<file path="config.mk">
export PLATFORM = sky130hd
export DESIGN_NAME = axi_master_arbiter_flat
export DESIGN_NICKNAME = d
export VERILOG_FILES = /design/src/rtl/axi_master_arbiter_if.sv /design/src/rtl/axi_master_arbiter.sv /design/src/flat_wrapper.sv
export SDC_FILE = /design/constraint.sdc
export NUM_CORES = 1
export LEC_CHECK = 0
export ABC_AREA = 1
export BUFFER_PORTS_ARGS = -buffer_cell sky130_fd_sc_hd__clkbuf_2
export CAP_MARGIN = 20
export CORE_AREA = 2 2 194 196
export DETAILED_ROUTE_END_ITERATION = 12
export DIE_AREA = 0 0 196 198
export PLACE_DENSITY_LB_ADDON = 0.08
export SYNTH_ARGS = -nofsm -noshare
export SYNTH_HDL_FRONTEND = slang
export SYNTH_SLANG_ARGS = --single-unit
</file>
<file path="constraint.sdc">
create_clock -name aclk -period 1.1 [get_ports aclk]
set_input_delay 0.055 -clock aclk [delete_from_list [all_inputs] [get_ports aclk]]
set_output_delay 0.055 -clock aclk [all_outputs]
set_load 0.01 [all_outputs]
</file>
<file path="src/rtl/axi_master_arbiter_if.sv">
// Bundle of every bus signal around axi_master_arbiter.
//   m_* : two requesters (M0 = instruction fetch, M1 = load/store), packed
//         per requester with Mi at slice i.
//   s_* : the single downstream AXI4 master port toward axi_bridge.
// Modport master is the arbiter's view (it owns the downstream master
// port); modport slave is the surrounding environment: the requesters and
// the downstream slave.
interface axi_master_arbiter_if #(
    parameter int ADDR_WIDTH = 32,
    parameter int DATA_WIDTH = 32,
    parameter int ID_WIDTH   = 4
);
    localparam int STRB_WIDTH = DATA_WIDTH / 8;

    // Requester side
    logic [1:0]              m_awvalid;
    logic [2*ADDR_WIDTH-1:0] m_awaddr;
    logic [15:0]             m_awlen;
    logic [5:0]              m_awsize;
    logic [3:0]              m_awburst;
    logic [1:0]              m_awready;
    logic [1:0]              m_wvalid;
    logic [1:0]              m_wlast;
    logic [2*DATA_WIDTH-1:0] m_wdata;
    logic [2*STRB_WIDTH-1:0] m_wstrb;
    logic [1:0]              m_wready;
    logic [1:0]              m_bvalid;
    logic [1:0]              m_bresp;
    logic [1:0]              m_bready;
    logic [1:0]              m_arvalid;
    logic [2*ADDR_WIDTH-1:0] m_araddr;
    logic [15:0]             m_arlen;
    logic [5:0]              m_arsize;
    logic [3:0]              m_arburst;
    logic [1:0]              m_arready;
    logic [1:0]              m_rvalid;
    logic [DATA_WIDTH-1:0]   m_rdata;
    logic [1:0]              m_rresp;
    logic                    m_rlast;
    logic [1:0]              m_rready;

    // Downstream side
    logic                    s_awvalid;
    logic [ADDR_WIDTH-1:0]   s_awaddr;
    logic [7:0]              s_awlen;
    logic [2:0]              s_awsize;
    logic [1:0]              s_awburst;
    logic [ID_WIDTH-1:0]     s_awid;
    logic                    s_awready;
    logic                    s_wvalid;
    logic [DATA_WIDTH-1:0]   s_wdata;
    logic [STRB_WIDTH-1:0]   s_wstrb;
    logic                    s_wlast;
    logic                    s_wready;
    logic                    s_bvalid;
    logic [1:0]              s_bresp;
    logic [ID_WIDTH-1:0]     s_bid;
    logic                    s_bready;
    logic                    s_arvalid;
    logic [ADDR_WIDTH-1:0]   s_araddr;
    logic [7:0]              s_arlen;
    logic [2:0]              s_arsize;
    logic [1:0]              s_arburst;
    logic [ID_WIDTH-1:0]     s_arid;
    logic                    s_arready;
    logic                    s_rvalid;
    logic [DATA_WIDTH-1:0]   s_rdata;
    logic [1:0]              s_rresp;
    logic [ID_WIDTH-1:0]     s_rid;
    logic                    s_rlast;
    logic                    s_rready;

    modport master (
        input  m_awvalid, m_awaddr, m_awlen, m_awsize, m_awburst,
        output m_awready,
        input  m_wvalid, m_wlast, m_wdata, m_wstrb,
        output m_wready,
        output m_bvalid, m_bresp,
        input  m_bready,
        input  m_arvalid, m_araddr, m_arlen, m_arsize, m_arburst,
        output m_arready,
        output m_rvalid, m_rdata, m_rresp, m_rlast,
        input  m_rready,
        output s_awvalid, s_awaddr, s_awlen, s_awsize, s_awburst, s_awid,
        input  s_awready,
        output s_wvalid, s_wdata, s_wstrb, s_wlast,
        input  s_wready,
        input  s_bvalid, s_bresp, s_bid,
        output s_bready,
        output s_arvalid, s_araddr, s_arlen, s_arsize, s_arburst, s_arid,
        input  s_arready,
        input  s_rvalid, s_rdata, s_rresp, s_rid, s_rlast,
        output s_rready
    );

    modport slave (
        output m_awvalid, m_awaddr, m_awlen, m_awsize, m_awburst,
        input  m_awready,
        output m_wvalid, m_wlast, m_wdata, m_wstrb,
        input  m_wready,
        input  m_bvalid, m_bresp,
        output m_bready,
        output m_arvalid, m_araddr, m_arlen, m_arsize, m_arburst,
        input  m_arready,
        input  m_rvalid, m_rdata, m_rresp, m_rlast,
        output m_rready,
        input  s_awvalid, s_awaddr, s_awlen, s_awsize, s_awburst, s_awid,
        output s_awready,
        input  s_wvalid, s_wdata, s_wstrb, s_wlast,
        output s_wready,
        output s_bvalid, s_bresp, s_bid,
        input  s_bready,
        input  s_arvalid, s_araddr, s_arlen, s_arsize, s_arburst, s_arid,
        output s_arready,
        output s_rvalid, s_rdata, s_rresp, s_rid, s_rlast,
        input  s_rready
    );
endinterface

</file>
<file path="src/rtl/axi_master_arbiter.sv">
// Two-requester AXI4 arbiter in front of the single SoC master port.
// Read and write channels are arbitrated independently with round-robin,
// one outstanding transaction per channel, locked to the owner from
// address grant until the last read beat or the write response.
// Ports:
//   aclk   : clock, rising edge
//   areset : synchronous active-high reset
//   bus    : all requester (m_*) and downstream (s_*) signals
module axi_master_arbiter #(
    parameter int ADDR_WIDTH = 32,
    parameter int DATA_WIDTH = 32,
    parameter int ID_WIDTH   = 4
) (
    input logic                  aclk,
    input logic                  areset,
    axi_master_arbiter_if.master bus
);
    localparam int STRB_WIDTH = DATA_WIDTH / 8;

    typedef enum logic [1:0] {ArIdle, ArAddr, ArData} ar_state_t;
    typedef enum logic [1:0] {WIdle, WAddr, WData, WResp} w_state_t;

    ar_state_t ar_state;
    logic      rgnt;
    logic      rptr;
    w_state_t  w_state;
    logic      wgnt;
    logic      wptr;

    logic      r_pick;
    logic      w_pick;

    // Transaction IDs are not needed for routing: the owner is held in the grant.
    logic      unused_ids;
    assign unused_ids = ^{bus.s_rid, bus.s_bid};

    // Single request wins outright; a tie goes to the pointer's master.
    function automatic logic pick(input logic [1:0] req, input logic ptr);
        return (req == 2'b11) ? ptr : req[1];
    endfunction

    assign r_pick = pick(bus.m_arvalid, rptr);
    assign w_pick = pick(bus.m_awvalid, wptr);

    // Read channel FSM
    always_ff @(posedge aclk) begin
        if (areset) begin
            ar_state <= ArIdle;
            rgnt     <= 1'b0;
            rptr     <= 1'b0;
        end else begin
            case (ar_state)
                ArIdle: begin
                    if (|bus.m_arvalid) begin
                        rgnt     <= r_pick;
                        rptr     <= ~r_pick;
                        ar_state <= ArAddr;
                    end
                end
                ArAddr: begin
                    if (bus.m_arvalid[rgnt] && bus.s_arready) ar_state <= ArData;
                end
                ArData: begin
                    if (bus.s_rvalid && bus.m_rready[rgnt] && bus.s_rlast) ar_state <= ArIdle;
                end
                default: ar_state <= ArIdle;
            endcase
        end
    end

    // Write channel FSM
    always_ff @(posedge aclk) begin
        if (areset) begin
            w_state <= WIdle;
            wgnt    <= 1'b0;
            wptr    <= 1'b0;
        end else begin
            case (w_state)
                WIdle: begin
                    if (|bus.m_awvalid) begin
                        wgnt    <= w_pick;
                        wptr    <= ~w_pick;
                        w_state <= WAddr;
                    end
                end
                WAddr: begin
                    if (bus.m_awvalid[wgnt] && bus.s_awready) w_state <= WData;
                end
                WData: begin
                    if (bus.m_wvalid[wgnt] && bus.s_wready && bus.m_wlast[wgnt]) begin
                        w_state <= WResp;
                    end
                end
                WResp: begin
                    if (bus.s_bvalid && bus.m_bready[wgnt]) w_state <= WIdle;
                end
                default: w_state <= WIdle;
            endcase
        end
    end

    // Read routing. Payload muxes follow the grant unconditionally; only the
    // valid/ready strobes are gated by state.
    always_comb begin
        bus.s_araddr  = rgnt ? bus.m_araddr[ADDR_WIDTH +: ADDR_WIDTH]
                             : bus.m_araddr[0 +: ADDR_WIDTH];
        bus.s_arlen   = rgnt ? bus.m_arlen[15:8]  : bus.m_arlen[7:0];
        bus.s_arsize  = rgnt ? bus.m_arsize[5:3]  : bus.m_arsize[2:0];
        bus.s_arburst = rgnt ? bus.m_arburst[3:2] : bus.m_arburst[1:0];
        bus.s_arid    = ID_WIDTH'(rgnt);
        bus.s_arvalid = 1'b0;
        bus.m_arready = 2'b00;
        bus.s_rready  = 1'b0;
        bus.m_rvalid  = 2'b00;
        bus.m_rdata   = bus.s_rdata;
        bus.m_rresp   = bus.s_rresp;
        bus.m_rlast   = bus.s_rlast;
        if (ar_state == ArAddr) begin
            bus.s_arvalid       = bus.m_arvalid[rgnt];
            bus.m_arready[rgnt] = bus.s_arready;
        end
        if (ar_state == ArData) begin
            bus.s_rready       = bus.m_rready[rgnt];
            bus.m_rvalid[rgnt] = bus.s_rvalid;
        end
    end

    // Write routing; W beats are held off until the AW handshake completes.
    always_comb begin
        bus.s_awaddr  = wgnt ? bus.m_awaddr[ADDR_WIDTH +: ADDR_WIDTH]
                             : bus.m_awaddr[0 +: ADDR_WIDTH];
        bus.s_awlen   = wgnt ? bus.m_awlen[15:8]  : bus.m_awlen[7:0];
        bus.s_awsize  = wgnt ? bus.m_awsize[5:3]  : bus.m_awsize[2:0];
        bus.s_awburst = wgnt ? bus.m_awburst[3:2] : bus.m_awburst[1:0];
        bus.s_awid    = ID_WIDTH'(wgnt);
        bus.s_wdata   = wgnt ? bus.m_wdata[DATA_WIDTH +: DATA_WIDTH]
                             : bus.m_wdata[0 +: DATA_WIDTH];
        bus.s_wstrb   = wgnt ? bus.m_wstrb[STRB_WIDTH +: STRB_WIDTH]
                             : bus.m_wstrb[0 +: STRB_WIDTH];
        bus.s_wlast   = bus.m_wlast[wgnt];
        bus.s_awvalid = 1'b0;
        bus.m_awready = 2'b00;
        bus.s_wvalid  = 1'b0;
        bus.m_wready  = 2'b00;
        bus.s_bready  = 1'b0;
        bus.m_bvalid  = 2'b00;
        bus.m_bresp   = bus.s_bresp;
        case (w_state)
            WAddr: begin
                bus.s_awvalid       = bus.m_awvalid[wgnt];
                bus.m_awready[wgnt] = bus.s_awready;
            end
            WData: begin
                bus.s_wvalid       = bus.m_wvalid[wgnt];
                bus.m_wready[wgnt] = bus.s_wready;
            end
            WResp: begin
                bus.s_bready       = bus.m_bready[wgnt];
                bus.m_bvalid[wgnt] = bus.s_bvalid;
            end
            default: ;
        endcase
    end
endmodule

</file>
<file path="src/flat_wrapper.sv">
// flat-port wrapper written by rule: the top's interface ports become plain ports
module axi_master_arbiter_flat 
#(
    parameter int ADDR_WIDTH = 32,
    parameter int DATA_WIDTH = 32,
    parameter int ID_WIDTH   = 4
)
  (aclk, areset, bus_m_awvalid, bus_m_awaddr, bus_m_awlen, bus_m_awsize, bus_m_awburst, bus_m_awready, bus_m_wvalid, bus_m_wlast, bus_m_wdata, bus_m_wstrb, bus_m_wready, bus_m_bvalid, bus_m_bresp, bus_m_bready, bus_m_arvalid, bus_m_araddr, bus_m_arlen, bus_m_arsize, bus_m_arburst, bus_m_arready, bus_m_rvalid, bus_m_rdata, bus_m_rresp, bus_m_rlast, bus_m_rready, bus_s_awvalid, bus_s_awaddr, bus_s_awlen, bus_s_awsize, bus_s_awburst, bus_s_awid, bus_s_awready, bus_s_wvalid, bus_s_wdata, bus_s_wstrb, bus_s_wlast, bus_s_wready, bus_s_bvalid, bus_s_bresp, bus_s_bid, bus_s_bready, bus_s_arvalid, bus_s_araddr, bus_s_arlen, bus_s_arsize, bus_s_arburst, bus_s_arid, bus_s_arready, bus_s_rvalid, bus_s_rdata, bus_s_rresp, bus_s_rid, bus_s_rlast, bus_s_rready);
  axi_master_arbiter_if #(.ADDR_WIDTH(ADDR_WIDTH), .DATA_WIDTH(DATA_WIDTH), .ID_WIDTH(ID_WIDTH)) bus_i ();
  input logic aclk;
  input logic areset;
  input wire logic [$bits(bus_i.m_awvalid)-1:0] bus_m_awvalid;
  input wire logic [$bits(bus_i.m_awaddr)-1:0] bus_m_awaddr;
  input wire logic [$bits(bus_i.m_awlen)-1:0] bus_m_awlen;
  input wire logic [$bits(bus_i.m_awsize)-1:0] bus_m_awsize;
  input wire logic [$bits(bus_i.m_awburst)-1:0] bus_m_awburst;
  output wire logic [$bits(bus_i.m_awready)-1:0] bus_m_awready;
  input wire logic [$bits(bus_i.m_wvalid)-1:0] bus_m_wvalid;
  input wire logic [$bits(bus_i.m_wlast)-1:0] bus_m_wlast;
  input wire logic [$bits(bus_i.m_wdata)-1:0] bus_m_wdata;
  input wire logic [$bits(bus_i.m_wstrb)-1:0] bus_m_wstrb;
  output wire logic [$bits(bus_i.m_wready)-1:0] bus_m_wready;
  output wire logic [$bits(bus_i.m_bvalid)-1:0] bus_m_bvalid;
  output wire logic [$bits(bus_i.m_bresp)-1:0] bus_m_bresp;
  input wire logic [$bits(bus_i.m_bready)-1:0] bus_m_bready;
  input wire logic [$bits(bus_i.m_arvalid)-1:0] bus_m_arvalid;
  input wire logic [$bits(bus_i.m_araddr)-1:0] bus_m_araddr;
  input wire logic [$bits(bus_i.m_arlen)-1:0] bus_m_arlen;
  input wire logic [$bits(bus_i.m_arsize)-1:0] bus_m_arsize;
  input wire logic [$bits(bus_i.m_arburst)-1:0] bus_m_arburst;
  output wire logic [$bits(bus_i.m_arready)-1:0] bus_m_arready;
  output wire logic [$bits(bus_i.m_rvalid)-1:0] bus_m_rvalid;
  output wire logic [$bits(bus_i.m_rdata)-1:0] bus_m_rdata;
  output wire logic [$bits(bus_i.m_rresp)-1:0] bus_m_rresp;
  output wire logic [$bits(bus_i.m_rlast)-1:0] bus_m_rlast;
  input wire logic [$bits(bus_i.m_rready)-1:0] bus_m_rready;
  output wire logic [$bits(bus_i.s_awvalid)-1:0] bus_s_awvalid;
  output wire logic [$bits(bus_i.s_awaddr)-1:0] bus_s_awaddr;
  output wire logic [$bits(bus_i.s_awlen)-1:0] bus_s_awlen;
  output wire logic [$bits(bus_i.s_awsize)-1:0] bus_s_awsize;
  output wire logic [$bits(bus_i.s_awburst)-1:0] bus_s_awburst;
  output wire logic [$bits(bus_i.s_awid)-1:0] bus_s_awid;
  input wire logic [$bits(bus_i.s_awready)-1:0] bus_s_awready;
  output wire logic [$bits(bus_i.s_wvalid)-1:0] bus_s_wvalid;
  output wire logic [$bits(bus_i.s_wdata)-1:0] bus_s_wdata;
  output wire logic [$bits(bus_i.s_wstrb)-1:0] bus_s_wstrb;
  output wire logic [$bits(bus_i.s_wlast)-1:0] bus_s_wlast;
  input wire logic [$bits(bus_i.s_wready)-1:0] bus_s_wready;
  input wire logic [$bits(bus_i.s_bvalid)-1:0] bus_s_bvalid;
  input wire logic [$bits(bus_i.s_bresp)-1:0] bus_s_bresp;
  input wire logic [$bits(bus_i.s_bid)-1:0] bus_s_bid;
  output wire logic [$bits(bus_i.s_bready)-1:0] bus_s_bready;
  output wire logic [$bits(bus_i.s_arvalid)-1:0] bus_s_arvalid;
  output wire logic [$bits(bus_i.s_araddr)-1:0] bus_s_araddr;
  output wire logic [$bits(bus_i.s_arlen)-1:0] bus_s_arlen;
  output wire logic [$bits(bus_i.s_arsize)-1:0] bus_s_arsize;
  output wire logic [$bits(bus_i.s_arburst)-1:0] bus_s_arburst;
  output wire logic [$bits(bus_i.s_arid)-1:0] bus_s_arid;
  input wire logic [$bits(bus_i.s_arready)-1:0] bus_s_arready;
  input wire logic [$bits(bus_i.s_rvalid)-1:0] bus_s_rvalid;
  input wire logic [$bits(bus_i.s_rdata)-1:0] bus_s_rdata;
  input wire logic [$bits(bus_i.s_rresp)-1:0] bus_s_rresp;
  input wire logic [$bits(bus_i.s_rid)-1:0] bus_s_rid;
  input wire logic [$bits(bus_i.s_rlast)-1:0] bus_s_rlast;
  output wire logic [$bits(bus_i.s_rready)-1:0] bus_s_rready;
  assign bus_i.m_awvalid = bus_m_awvalid;
  assign bus_i.m_awaddr = bus_m_awaddr;
  assign bus_i.m_awlen = bus_m_awlen;
  assign bus_i.m_awsize = bus_m_awsize;
  assign bus_i.m_awburst = bus_m_awburst;
  assign bus_m_awready = bus_i.m_awready;
  assign bus_i.m_wvalid = bus_m_wvalid;
  assign bus_i.m_wlast = bus_m_wlast;
  assign bus_i.m_wdata = bus_m_wdata;
  assign bus_i.m_wstrb = bus_m_wstrb;
  assign bus_m_wready = bus_i.m_wready;
  assign bus_m_bvalid = bus_i.m_bvalid;
  assign bus_m_bresp = bus_i.m_bresp;
  assign bus_i.m_bready = bus_m_bready;
  assign bus_i.m_arvalid = bus_m_arvalid;
  assign bus_i.m_araddr = bus_m_araddr;
  assign bus_i.m_arlen = bus_m_arlen;
  assign bus_i.m_arsize = bus_m_arsize;
  assign bus_i.m_arburst = bus_m_arburst;
  assign bus_m_arready = bus_i.m_arready;
  assign bus_m_rvalid = bus_i.m_rvalid;
  assign bus_m_rdata = bus_i.m_rdata;
  assign bus_m_rresp = bus_i.m_rresp;
  assign bus_m_rlast = bus_i.m_rlast;
  assign bus_i.m_rready = bus_m_rready;
  assign bus_s_awvalid = bus_i.s_awvalid;
  assign bus_s_awaddr = bus_i.s_awaddr;
  assign bus_s_awlen = bus_i.s_awlen;
  assign bus_s_awsize = bus_i.s_awsize;
  assign bus_s_awburst = bus_i.s_awburst;
  assign bus_s_awid = bus_i.s_awid;
  assign bus_i.s_awready = bus_s_awready;
  assign bus_s_wvalid = bus_i.s_wvalid;
  assign bus_s_wdata = bus_i.s_wdata;
  assign bus_s_wstrb = bus_i.s_wstrb;
  assign bus_s_wlast = bus_i.s_wlast;
  assign bus_i.s_wready = bus_s_wready;
  assign bus_i.s_bvalid = bus_s_bvalid;
  assign bus_i.s_bresp = bus_s_bresp;
  assign bus_i.s_bid = bus_s_bid;
  assign bus_s_bready = bus_i.s_bready;
  assign bus_s_arvalid = bus_i.s_arvalid;
  assign bus_s_araddr = bus_i.s_araddr;
  assign bus_s_arlen = bus_i.s_arlen;
  assign bus_s_arsize = bus_i.s_arsize;
  assign bus_s_arburst = bus_i.s_arburst;
  assign bus_s_arid = bus_i.s_arid;
  assign bus_i.s_arready = bus_s_arready;
  assign bus_i.s_rvalid = bus_s_rvalid;
  assign bus_i.s_rdata = bus_s_rdata;
  assign bus_i.s_rresp = bus_s_rresp;
  assign bus_i.s_rid = bus_s_rid;
  assign bus_i.s_rlast = bus_s_rlast;
  assign bus_s_rready = bus_i.s_rready;
  axi_master_arbiter #(.ADDR_WIDTH(ADDR_WIDTH), .DATA_WIDTH(DATA_WIDTH), .ID_WIDTH(ID_WIDTH)) u_core (.aclk(aclk), .areset(areset), .bus(bus_i));
endmodule
</file>
==> results of run 1 <==
==> registers in the layout, indices dropped and copies added, names as in the netlist <==
| register | cells |
|---|---|
| u_core.w_state | 2 |
| u_core.wptr | 1 |
| u_core.wgnt | 1 |
| u_core.rptr | 1 |
| u_core.ar_state | 2 |
| u_core.rgnt | 1 |
==> cells by family (layout without fill, tap and decap cells) <==
family,Yosys count,in the layout
AOI/OAI and AO/OA,15,15
adders and majority gates,4,4
buffers and inverters,100,501
DFF,8,8
other,1,8
and+or+nand+nor,434,434
==> how the worst max path moves through the flow <==
stage / start / to / slack [ps] / depth (start not counted)
3_5_place_dp: u_core.w_state[1]$_SDFFE_PP0P_ / u_core.w_state[0]$_SDFFE_PP0P_ / -100 / 8
3_3_place_gp: u_core.w_state[1]$_SDFFE_PP0P_ / u_core.w_state[0]$_SDFFE_PP0P_ / -130 / 8
2_1_floorplan: u_core.w_state[1]$_SDFFE_PP0P_ / u_core.w_state[0]$_SDFFE_PP0P_ / 2 / 8
6_report: u_core.rgnt$_SDFFE_PP0P_ / bus_s_arvalid / -220 / 6
5_1_grt: u_core.wgnt$_SDFFE_PP0P_ / bus_s_wstrb[1] / -310 / 6
4_1_cts: u_core.wgnt$_SDFFE_PP0P_ / bus_m_awready[1] / -250 / 4
==> timing repair <==
item,4_1_cts,5_1_grt
hold buffers,0,0
setup buffers,9,3
pin swaps,34,16
gates resized for setup,110,121
endpoints found under the setup margin,147,149
cloned,9,6
==> per-layer routing <==
| metal | share of wire (%) | routed length [um] | up-vias |
|---|---|---|---|
| met5 | 0.051 | 10 | - |
| met4 | 3.0 | 581 | 2 |
| met3 | 6.8 | 1320 | 39 |
| met2 | 55 | 10600 | 202 |
| met1 | 36 | 6920 | 2035 |
| li1 | - | - | 2446 |
==> placed cells by master, fill, tap and decap left out, types with 4 or more instances in the layout <==
cell / netlist / routed
buf_16: 0 / 6
buf_2: 19 / 23
nand2_1: 398 / 321
buf_4: 45 / 19
nor2_1: 12 / 9
buf_6: 1 / 20
a21oi_2: 0 / 4
clkbuf_16: 0 / 8
clkbuf_2: 0 / 377
nand2_4: 0 / 18
nor3_2: 0 / 7
a21oi_1: 8 / 4
nand2_2: 5 / 64
buf_12: 0 / 15
ha_4: 0 / 4
inv_4: 0 / 4
nor3_4: 0 / 4
inv_1: 24 / 16
conb_1: 1 / 6
inv_2: 1 / 4
dfxtp_4: 0 / 4
==> worst max-delay path: stages (launching register included) <==
cell	delay, ps
dfxtp_4	440
clkinv_8	130
nand2_4	70
o21ai_2	50
buf_4	130
nor2_2	60
buf_2	140
==> through the flow <==
stage / setup slack [ps] / hold WS, ps / setup TNS (ps) / instances
after global placement: -135 / 110 / -1430 / 1414
after global routing: -314 / 110 / -35670 / 1444
after CTS: -247 / 110 / -28020 / 1436
final: -223 / 107 / -25620 / 1444
after floorplan: 2.42 / 124 / 0 / 567
after detailed placement: -101 / 110 / -1300 / 1414
==> final cells by class <==
class	instances	share of cell area, %
diodes	2	0.0790
clock buffers	4	1.24
inverters	26	2.01
multi-input cells	459	36.2
flip-flops and latches	8	2.78
well taps	474	9.36
repair buffers	470	48.1
repair inverters	1	0.178
==> power by group through the flow <==
stage / Sequential [W] / Combinational (W) / Clock [W]
after floorplan: 0.000439 / 0.00313 / 0
after global placement: 0.000498 / 0.00600 / 0
after detailed placement: 0.000497 / 0.00586 / 0
after CTS: 0.000568 / 0.00704 / 0.000676
after global routing: 0.000603 / 0.00810 / 0.000696
final: 0.000585 / 0.00735 / 0.000655
==> summary.md, run 1 <==
| Metric | Value |
|---|---|
| Outcome | `finished, violations left` |
| Failing checks | `setup timing` |
| Cell Area, Placed | `0.00513 mm^2` |
| TritonCTS clock tree | `done` |
| Final HPWL DP | `15.6 mm` |
| Register area share after synthesis | `6.27%` |
| DRC violations left | `0` |
| Post-synth cell types | `24` |
| Worst min-delay path class | `in -> reg` |
| Most used routing layer | `met2` |
| Clock latency on the worst-skew pair | `240 ps` |
| Fin. Hold Viols | `0` |
| Gr usage total | `8.92%` |
| Area contributors post-synth | `nand2_1 (59%), buf_4 (13%), dfxtp_1 (6.3%)` |
| Synthesis warning total | `0` |
| Skew final | `0.207 ps` |
| FMAX | `756 MHz` |
| Post-Syn Area | `0.00255 mm^2` |
| Post-synth ARST share | `0%` |
| Max Fanout on Critical Path | `8` |
| Crit share post-route | `120%` |
| Clock tree root buffer cell | `clkbuf_16` |
| M2 GR Usage | `17.8%` |
| Clock share of power | `7.6%` |
| Worst EP required | `1040 ps` |
| GPL Wtd Cong | `0.791` |
| Power per cell area | `1350 mW/mm^2` |
| WS Path Type | `reg -> out` |
| Port Buf Inserts | `416` |
| Routing usage on met3 | `1.89%` |
| Max Slew Vio Count | `0` |
| Largest family of logic cells by synthesized area | `simple AND/OR/NAND/NOR gates` |
| Mux cell area share after synthesis | `0%` |
| PnR Total Power | `0.00859 W` |
| Core area | `0.0370 mm^2` |
| Startpoint Class | `flip-flop` |
| Yosys reg bits | `8` |
| P_leak | `3.85 nW` |
| Via count | `4,724` |
| Setup WS post-layout | `-223 ps` |
| Synth Area in XOR/XNOR | `0%` |
| Mean Syn Cell Area | `4.54 um^2` |
| Cell count after synthesis | `562` |
| Top cell type's share of synthesized area | `58.5%` |
| Final net count | `1,289` |
| Die area | `0.0388 mm^2` |
| Register area | `176 um^2` |
| Synth Area in Adders | `1.96%` |
| Maximum vdd ir drop | `0.000331 V` |
| Max Root-Sink Buffers | `2` |
| Number of synthesized flops with an enable pin | `0` |
| Ports | `503` |
| Reg2reg setup slack | `-160 ps` |
| Initial antenna violation count | `3` |
| P&R area growth vs syn | `148%` |
| Synth area leader | `nand2_1` |
| Fin crit period | `1320 ps` |
| Worst reg2reg endpoint | `u_core.w_state[0]$_SDFFE_PP0P_` |
| Starting Density | `6.91%` |
| Drt via density | `3.27` |
| Synth Area in Compound Gates | `3.23%` |
| GR Layer Usage met1 | `8.99%` |
| Die Width | `196 um` |
| Net Sw Power | `0.00423 W` |
| Clk sinks | `8` |
| CP arrival | `1270 ps` |
| Post-synth top cells | `nand2_1 (398), buf_4 (45), inv_1 (24), buf_2 (19)` |
| Core Rows | `71` |
| Top-count cell post-synth | `nand2_1` |
| CP endpoint kind | `primary output` |
| Routed Wire Length | `19.4 mm` |
| Combinational share of power | `85.6%` |
| Design Area, Final | `0.00634 mm^2` |
| Final core occ | `17.2%` |
| Final-report setup violation count | `149` |
| DRT Pass-1 Iters | `4` |
| Ys flop type | `dfxtp_1` |
| Routed Antenna Nets | `0` |
| Worst r2r src | `u_core.w_state[1]$_SDFFE_PP0P_` |
| Number of fill cells in the layout | `4,355` |
| Sw Share | `49.3%` |
| Post-synthesis simple-gate area fraction | `65.7%` |
| Die height | `198 um` |
| CTS H-tree depth | `1` |
| Clock Pin Slew Worst Setup and Hold Paths | `40 ps` |
| Drt initial violations | `92` |
| Vias in the first global route | `4,596` |
| Routed wire per std cell | `13.5 um` |
| Pin count of the biggest net entering global routing | `28` |
| Share of cells above drive strength 1 | `61.9%` |
| Multi-input logic area | `0.00230 mm^2` |
| Cts bufs inserted | `3` |
| Sequential share of power | `6.8%` |
| Max Cap Violations | `0` |
| Unrepaired setup endpoints after global routing | `true` |
| First-pass GRT wire length | `26.4 mm` |
| Worst Hold Depth | `2` |
| WHS Endpoint | `u_core.ar_state[0]$_SDFFE_PP0P_` |
| Global route overflow | `0` |
| Reg2Reg Depth | `8` |
| Cell Int Power | `0.00435 W` |
| Hold wc startpoint | `areset` |
No activity file was read; power rests on OpenSTA's default activity.
==> inputs of run 2 (changes only) <==
==> constraint.sdc (replaced) <==
create_clock -name aclk -period 1.19 [get_ports aclk]
set_input_delay 0.0595 -clock aclk [delete_from_list [all_inputs] [get_ports aclk]]
set_output_delay 0.0595 -clock aclk [all_outputs]
set_load 0.01 [all_outputs]
==> summary.md, run 2 (synthesized netlist as in run 1, its figures left out) <==
| Metric | Value |
|---|---|
| Reg2Reg Depth | `11 (+3)` |
| Drt via density | `3.25 (-0.57%)` |
| Die height | `198 um (unchanged)` |
| Combinational share of power | `86.9% (+1.3 points)` |
| Max Root-Sink Buffers | `2 (unchanged)` |
| Reg2reg setup slack | `-120 ps (+40 ps)` |
| Clock share of power | `7.4% (-0.2 points)` |
| CP max stage cell | `dfxtp_4` |
| Fin crit period | `1350 ps` |
| Multi-input logic area | `0.00228 mm^2 (-0.76%)` |
| Hold wc startpoint | `areset` |
| P_leak | `3.79 nW (-1.6%)` |
| Global route overflow | `0 (unchanged)` |
| Max Fanout on Critical Path | `7 (-1)` |
| Setup WS post-layout | `-164 ps (+58.9 ps)` |
| P&R area growth vs syn | `147%` |
| Clock latency on the worst-skew pair | `240 ps (about the same)` |
| Worst min-delay path class | `in -> reg` |
| TritonCTS clock tree | `done` |
| Routed Wire Length | `18.8 mm (-3.1%)` |
| DRT Pass-1 Iters | `4 (unchanged)` |
| Core area | `0.0370 mm^2 (unchanged)` |
| CP arrival | `1290 ps (+20 ps)` |
| Starting Density | `6.91% (unchanged)` |
| Most frequent cells in the layout | `clkbuf_2 (366), nand2_1 (335), nand2_2 (46)` |
| Final net count | `1,286 (-0.23%)` |
| Regs by FF count | `u_core.ar_state: 2 flops, u_core.w_state: 2 flops` |
| Failing checks | `setup timing` |
| WS Path Type | `reg -> out` |
| Vias in the first global route | `4,481 (-2.5%)` |
| Worst r2r src | `u_core.wgnt$_SDFFE_PP0P_` |
| Initial antenna violation count | `0 (-3)` |
| DRC violations left | `0 (unchanged)` |
| Post-Layout Cell Count | `1,439 (-0.35%)` |
| Share of cells above drive strength 1 | `60.1% (-1.8 points)` |
| Net Sw Power | `0.00396 W (-6.4%)` |
| Number of fill cells in the layout | `4,370 (+0.34%)` |
| Power per cell area | `1290 mW/mm^2 (-4.9%)` |
| Worst path max stage delay | `350 ps (-90 ps)` |
| GPL Wtd Cong | `0.724 (-8.6%)` |
| Design Area, Final | `0.00630 mm^2 (-0.65%)` |
| Cell Int Power | `0.00415 W (-4.7%)` |
| Final-report setup violation count | `143 (-4.0%)` |
| CP endpoint kind | `primary output` |
| Crit share post-route | `114%` |
| Routed Antenna Nets | `0 (unchanged)` |
| Max Cap Violations | `0 (unchanged)` |
| Drt initial violations | `84 (-8.7%)` |
| Register area | `171 um^2 (-2.8%)` |
| Die area | `0.0388 mm^2 (unchanged)` |
| Diodes inserted | `0 (-2)` |
| Final HPWL DP | `15.3 mm (-2.1%)` |
| Commonest non-fill, non-tap cell in the layout | `clkbuf_2` |
| Pin count of the biggest net entering global routing | `22 (-21%)` |
| Sequential share of power | `5.7% (-1.1 points)` |
| Worst reg2reg endpoint | `u_core.w_state[1]$_SDFFE_PP0P_` |
| First-pass GRT wire length | `25.9 mm (-1.8%)` |
| Gr usage total | `8.71% (-0.21 points)` |
| Cell Area, Placed | `0.00506 mm^2 (-1.4%)` |
| Worst path cell trace | `clkinvlp_4 -> buf_8 -> buf_6 -> o21ai_4 -> nor2_1 -> clkbuf_2` |
| Die Width | `196 um (unchanged)` |
| Unrepaired setup endpoints after global routing | `true` |
| Maximum vdd ir drop | `0.000323 V (-2.6%)` |
| Sw Share | `48.8% (-0.46 points)` |
| Fin. Hold Viols | `0 (unchanged)` |
| Clock tree root buffer cell | `clkbuf_16` |
| Cts bufs inserted | `3 (unchanged)` |
| Clock Pin Slew Worst Setup and Hold Paths | `40 ps (about the same)` |
| Routed wire per std cell | `13.1 um (-2.8%)` |
| WHS Endpoint | `u_core.ar_state[0]$_SDFFE_PP0P_` |
| Max Slew Vio Count | `0 (unchanged)` |
| Ports | `503 (unchanged)` |
| Startpoint Class | `flip-flop` |
| Hold Buf Count CTS | `0 (unchanged)` |
| Outcome | `finished, violations left` |
| CTS H-tree depth | `1 (unchanged)` |
| Via count | `4,681 (-0.91%)` |
| Port Buf Inserts | `416 (unchanged)` |
| Clk sinks | `8 (unchanged)` |
| Final core occ | `17.0% (-0.11 points)` |
| Core Rows | `71 (unchanged)` |
| Worst Hold Depth | `2 (unchanged)` |
| FMAX | `738 MHz` |
| Skew final | `0.586 ps (+0.379 ps)` |
| # placed instances | `1,411 (-0.21%)` |
| Worst EP required | `1130 ps (+90 ps)` |
run 2: changes by cell type in the layout (fill, tap and decap cells not counted), sizes merged:
| cell | previous run | this run |
|---|---|---|
| clkbuf | 389 | 376 |
| buf | 84 | 95 |
| diode | 2 | 0 |
| bufbuf | 1 | 0 |
| clkinv | 1 | 0 |
| clkinvlp | 0 | 1 |
run 2: final cells by class:
class	instances	share of cell area [%]
clock buffers	4	1.25
inverters	26	1.89
multi-input cells	459	36.2
flip-flops and latches	8	2.72
well taps	474	9.42
repair buffers	467	48.3
repair inverters	1	0.179
run 2: timing repair:
item                       in CTS  in global routing
hold endpoints to repair        0                  0
gates resized for setup       115                135
cloned                          8                  3
setup buffers                  11                  2
setup endpoints to repair     145                149
pin swaps                      15                 11
run 2: per-layer routing:
layer | vias to the layer above | global-route usage [%] | part of all wire [%]
li1 | 2444 | - | -
met1 | 2009 | 8.78 | 36
met2 | 204 | 18.2 | 56
met3 | 24 | 1.99 | 6.6
met4 | 0 | 1.37 | 1.3
met5 | - | 0 | 0
run 2: worst max-delay path by stage:
stage	to	depth (start not counted)	start	slack (ps)
floorplan	u_core.w_state[0]$_SDFFE_PP0P_	8	u_core.w_state[0]$_SDFFE_PP0P_	20
global placement	u_core.w_state[0]$_SDFFE_PP0P_	8	u_core.w_state[1]$_SDFFE_PP0P_	-90
detailed placement	u_core.w_state[0]$_SDFFE_PP0P_	7	u_core.wgnt$_SDFFE_PP0P_	-50
CTS	bus_s_wstrb[3]	5	u_core.wgnt$_SDFFE_PP0P_	-160
global route	u_core.w_state[0]$_SDFFE_PP0P_	9	u_core.wgnt$_SDFFE_PP0P_	-240
finish	bus_s_arvalid	6	u_core.rgnt$_SDFFE_PP0P_	-160
run 2: power by group through the flow:
stage / registers [W] / logic, W / clock network (W)
final: 0.000466 / 0.00704 / 0.000601
after global routing: 0.000481 / 0.00775 / 0.000636
after CTS: 0.000453 / 0.00669 / 0.000618
after detailed placement: 0.000434 / 0.00539 / 0
after global placement: 0.000432 / 0.00551 / 0
after floorplan: 0.000394 / 0.00287 / 0
run 2: critical path: cells and delay by family (launching register included):
family          cells  cell delay [ps]
compound gates      1              120
buf+inv             4              550
flops               1              350
simple gates        1               50
run 2: per-stage QoR:
step           worst slack (ps)  hold WS (ps)  setup TNS [ps]  total power (W)
6_report                   -164           108          -13350          0.00811
5_1_grt                    -236           119          -22840          0.00886
4_1_cts                    -157           119          -15210          0.00777
3_5_place_dp              -51.9           119           -92.8          0.00582
3_3_place_gp              -88.6           119            -196          0.00594
2_1_floorplan              22.9           129               0          0.00326
